<file path="config.mk">
export PLATFORM = sky130hd
export DESIGN_NAME = l4_fetch
export DESIGN_NICKNAME = d
export VERILOG_FILES = /design/src/rtl/l4_pkg.sv /design/src/rtl/l4_fetch.sv
export SDC_FILE = /design/constraint.sdc
export NUM_CORES = 1
export LEC_CHECK = 0
export CORE_AREA = 2 2 64 90
export DETAILED_ROUTE_END_ITERATION = 7
export DIE_AREA = 0 0 66 92
export GPL_TIMING_DRIVEN = 1
export SYNTH_ARGS = -nofsm -noshare
export SYNTH_HDL_FRONTEND = slang
export SYNTH_SLANG_ARGS = --single-unit
</file>
<file path="constraint.sdc">
create_clock -name clk -period 4.75 [get_ports clk]
set_clock_uncertainty 0.15 [all_clocks]
set_input_delay 1.1875 -clock clk [delete_from_list [all_inputs] [get_ports clk]]
set_output_delay 1.1875 -clock clk [all_outputs]
set_load 0.01 [all_outputs]
</file>
<file path="src/rtl/l4_pkg.sv">
// Shared lab 4 fetch definitions: default geometry and the fetch FSM state encoding.
package l4_pkg;

  localparam int ADDR_W   = 8;
  localparam int INSTR_W  = 16;
  localparam int PROG_LEN = 21;

  typedef enum logic [1:0] {
    IDLE   = 2'd0,
    FETCH  = 2'd1,
    HALTED = 2'd2
  } fetch_state_t;

endpackage

</file>
<file path="src/rtl/l4_fetch.sv">
// l4_fetch: owns the pc, addresses instruction memory and registers instructions for decode (mem read to instr_valid: 1 cycle).
// Backpressure: instr/instr_pc/instr_valid/count all hold while instr_valid && !instr_ready; redirect costs one bubble.
module l4_fetch #(
  parameter int ADDR_W   = l4_pkg::ADDR_W,
  parameter int INSTR_W  = l4_pkg::INSTR_W,
  parameter int PROG_LEN = l4_pkg::PROG_LEN
) (
  input  logic               clk,
  input  logic               rst_n,
  input  logic               start,
  output logic [ADDR_W-1:0]  count,
  input  logic [INSTR_W-1:0] mem_data,
  output logic [INSTR_W-1:0] instr,
  output logic [ADDR_W-1:0]  instr_pc,
  output logic               instr_valid,
  input  logic               instr_ready,
  input  logic               redirect,
  input  logic [ADDR_W-1:0]  redirect_pc,
  output logic               halt
);

  import l4_pkg::*;

  // One extra pc bit so a full 2^ADDR_W image ends at PROG_LEN without wrapping to 0.
  localparam logic [ADDR_W:0] LEN = PROG_LEN[ADDR_W:0];

  fetch_state_t       state, state_n;
  logic [ADDR_W:0]    pc, pc_n;
  logic [INSTR_W-1:0] instr_n;
  logic [ADDR_W-1:0]  instr_pc_n;
  logic               valid_n;
  logic               slot_free;

  assign slot_free = !instr_valid || instr_ready;
  assign count     = pc[ADDR_W-1:0];
  assign halt      = (state == HALTED);

  always_ff @(posedge clk or negedge rst_n) begin
    if (!rst_n) begin
      state       <= IDLE;
      pc          <= '0;
      instr       <= '0;
      instr_pc    <= '0;
      instr_valid <= 1'b0;
    end else begin
      state       <= state_n;
      pc          <= pc_n;
      instr       <= instr_n;
      instr_pc    <= instr_pc_n;
      instr_valid <= valid_n;
    end
  end

  always_comb begin
    state_n    = state;
    pc_n       = pc;
    instr_n    = instr;
    instr_pc_n = instr_pc;
    valid_n    = instr_valid;
    case (state)
      IDLE: begin
        if (start) begin
          state_n = FETCH;
          pc_n    = '0;
        end
      end
      FETCH: begin
        // Redirect flushes the slot; a concurrent handshake still completes on the decode side.
        if (redirect) begin
          pc_n    = {1'b0, redirect_pc};
          valid_n = 1'b0;
        end else if (slot_free && pc < LEN) begin
          instr_n    = mem_data;
          instr_pc_n = count;
          valid_n    = 1'b1;
          pc_n       = pc + {{ADDR_W{1'b0}}, 1'b1};
        end else if (slot_free) begin
          // Also reached for out-of-range redirect targets; park count at the image end.
          valid_n = 1'b0;
          pc_n    = LEN;
          state_n = HALTED;
        end
      end
      HALTED: begin
        valid_n = 1'b0;
        if (redirect) begin
          state_n = FETCH;
          pc_n    = {1'b0, redirect_pc};
        end
      end
      default: begin
        state_n = IDLE;
        pc_n    = '0;
        valid_n = 1'b0;
      end
    endcase
  end

endmodule

</file>
==> flow_metrics.tcl <==
set metrics [dict create \
    crit_fanout 9 \
    synth.cell_area_um2 1764 \
    portBuffers 62 \
    synth.most_common_cell "dfrtp_1" \
    synthTopCellsByArea "dfrtp_1 (51%), mux2_2 (13%), ha_1 (3.5%), buf_4 (3.4%), a22o_1 (2.0%)" \
    critPathCaptureType "output pin" \
    ys_ff_latch 36 \
    vias 1354 \
    post-cts-setup-buffers 0 \
    row_count 32 \
    path_cells "inv_1 > ha_1 > clkdlybuf4s50_1" \
    wirelength_um 4274 \
    p_per_area_nw_per_um2 615.5 \
    synth_top_area_share_pct 51.06 \
    required_ps 3410 \
    ys_seq_area_share_pct 51.06 \
    synth_ff_type "dfrtp_1" \
    fin_setup_tns_ps 0 \
    cts-htree-levels 2 \
    die_area_um2 6072 \
    cts_buffer_depth 2 \
    yosys_warnings 0 \
    power_leakage_nw 1.046 \
    vias_per_cell 5.052 \
    clock_latency_ps 290 \
    final-hold-violation-count 0 \
    reg2reg_depth 5 \
    cpPeakStageDelay_ps 600 \
    crit_slowest_cell "clkdlybuf4s50_1" \
    cts_sinks 36 \
    synth_common_cells "dfrtp_1 (36), mux2_2 (21), buf_4 (8)" \
    drv_slew 0 \
    antenna_found_initial 0 \
    fin_area_um2 2457 \
    drive_above_1_share_pct 19.50 \
    dp.cells 260 \
    min_period_ps 3088 \
    cts_root_buf "clkbuf_8" \
    grtUsageMet1_pct 16.43 \
    synth_compound_area_share_pct 9.716 \
    rsz0062_at_grt "no" \
    cts_hold_buf 0 \
    use_met2_pct 25.17 \
    holdCritPathClass "flop to flop" \
    final_antenna_net_count 0 \
    fp.dieW_um 66 \
    muxShareOfSynthArea_pct 14.54 \
    synth-xor-area-share_pct 0.4965 \
    async_reset_ff_share_pct 100.0 \
    final_cells 268 \
    max-slew-margin-rel_pct 46.78 \
    power.total_w 0.001513 \
    syn_nets 178 \
    synth.avg_cell_area_um2 12.25 \
    yosys.area.top_type "dfrtp_1" \
    grt_use_met3_pct 6.135 \
    grt_pass1_wl_um 6962 \
    cts_tree "yes" \
    synth_simple_gate_area_share_pct 13.26 \
    startpoint_type "flop" \
    n_antenna_cell 0 \
    clk_pin_slew_ps 80 \
    criticalPathCategory "flop to output pin" \
    synthCells 144 \
    grt_util_all_layers_pct 15.07 \
    synth-edff-count 0 \
    fin_crit_sh_pct 65.01 \
    cts_buffers 5 \
    busiest_layer "met2" \
    drc_errors 0 \
    drt_iter0_drc 79 \
    grt_max_degree 37 \
    grt_pass1_vias 1489 \
    area.growth.synth_to_final_pct 39.29 \
    cts_resized 0 \
    coreArea_um2 5365 \
    tightestPinTransition_ps 798.3 \
    synth_top_family_by_area "multiplexers" \
    max-cap-violations 0 \
    gp_congestion 0.8190 \
    synth_fa_ha_area_share_pct 3.546 \
    fin_nets 233 \
    dpl_cell_area_um2 2361 \
    arrival_ps 1750 \
    yosysUniqueCellTypes 41 \
    die_y_um 92 \
    setup_viol 0 \
    status "finished clean" \
    max_freq_ghz 0.3238 \
    hpwl_um 3110 \
    max-vdd-ir-drop_mv 0.3251 \
    drt-pass1-iter-count 4 \
    initial_core_util_pct 32.88 \
    min_path_cells 1 \
    ios 63 \
    wl_per_cell_um 15.95 \
    grt-ovfl-total 0 \
]
## layout make-up
| type | instances | area, um2 |
|---|---|---|
| clock inverter | 2 | 13.76 |
| clock buffer | 6 | 82.58 |
| tap | 68 | 85.08 |
| multi-input combinational | 88 | 733.2 |
| sequential | 36 | 900.9 |
| fill | 511 | 2908 |
| inverter | 5 | 18.77 |
| timing repair buffer | 63 | 623.1 |
## power by group
part	switching (W)	internal, W	total (W)	leakage [nW]
Sequential	0.0000948	0.000427	0.000522	0.458
Combinational	0.000339	0.000419	0.000758	0.537
Clock	0.000114	0.000119	0.000232	0.0516
## registers in the layout, indices dropped and copies added, names as in the netlist
| register | cells |
|---|---|
| instr_valid | 1 |
| instr_pc | 8 |
| pc | 9 |
| state | 2 |
| instr | 16 |
## metrics by stage
step / utilization (%) / hold WS (ps) / worst slack, ps
3_5_place_dp: 44.01 / 345.0 / 1449
6_report: 45.80 / 357.3 / 1662
3_3_place_gp: 44.01 / 333.3 / 1510
5_1_grt: 45.80 / 378.8 / 1573
2_1_floorplan: - / 324.5 / 1959
4_1_cts: 45.80 / 362.5 / 1650
## cell usage in the layout, fill, tap and decap left out, types with 2 or more instances in the layout
| cell | n |
|---|---|
| clkbuf_8 | 6 |
| mux2i_1 | 2 |
| nand2_1 | 2 |
| dfrtp_1 | 36 |
| o21bai_1 | 2 |
| nand4_1 | 2 |
| inv_1 | 5 |
| a21oi_1 | 3 |
| o211ai_1 | 3 |
| nor4_1 | 3 |
| mux2_2 | 21 |
| nor2b_1 | 5 |
| ha_1 | 5 |
| nor2_1 | 3 |
| clkdlybuf4s50_1 | 61 |
| nand3_1 | 5 |
| o21ai_0 | 5 |
| a22o_1 | 4 |
| nor3_1 | 4 |
## cell families (layout without fill, tap and decap cells)
logic type      count (synthesis)  count (layout)
fa+ha+maj                       5               5
flops                          36              36
xor+xnor                        1               1
simple gates                   35              35
mux                            23              23
buf+inv                        20              76
compound gates                 24              24
## per-layer routing
layer | up-vias | wire [um]
li1 | 625 | -
met3 | 9 | 413
met5 | - | 0
met4 | 0 | 110
met1 | 653 | 1604
met2 | 67 | 2146
## worst max-delay path: cells and delay by family (launching register included)
family	cells	cell delay, ps
adder cells (fa/ha/maj)	1	350
buffers and inverters	2	710
flip-flops	1	410
## final timing paths
check / from / to / slack, ps
worst min-delay path: instr[12]$_DFFE_PN0P_ / instr[12]$_DFFE_PN0P_ / 360
worst max-delay path: state[0]$_DFFE_PN0P_ / halt / 1660
worst max register to register: pc[7]$_DFFE_PN0P_ / instr[8]$_DFFE_PN0P_ / 2470
worst min register to register: instr[12]$_DFFE_PN0P_ / instr[12]$_DFFE_PN0P_ / 360
min in group asynchronous: rst_n / pc[6]$_DFFE_PN0P_ / 830
max in group asynchronous: rst_n / pc[2]$_DFFE_PN0P_ / 3110
Note: power is estimated with default switching activity, not from simulation.
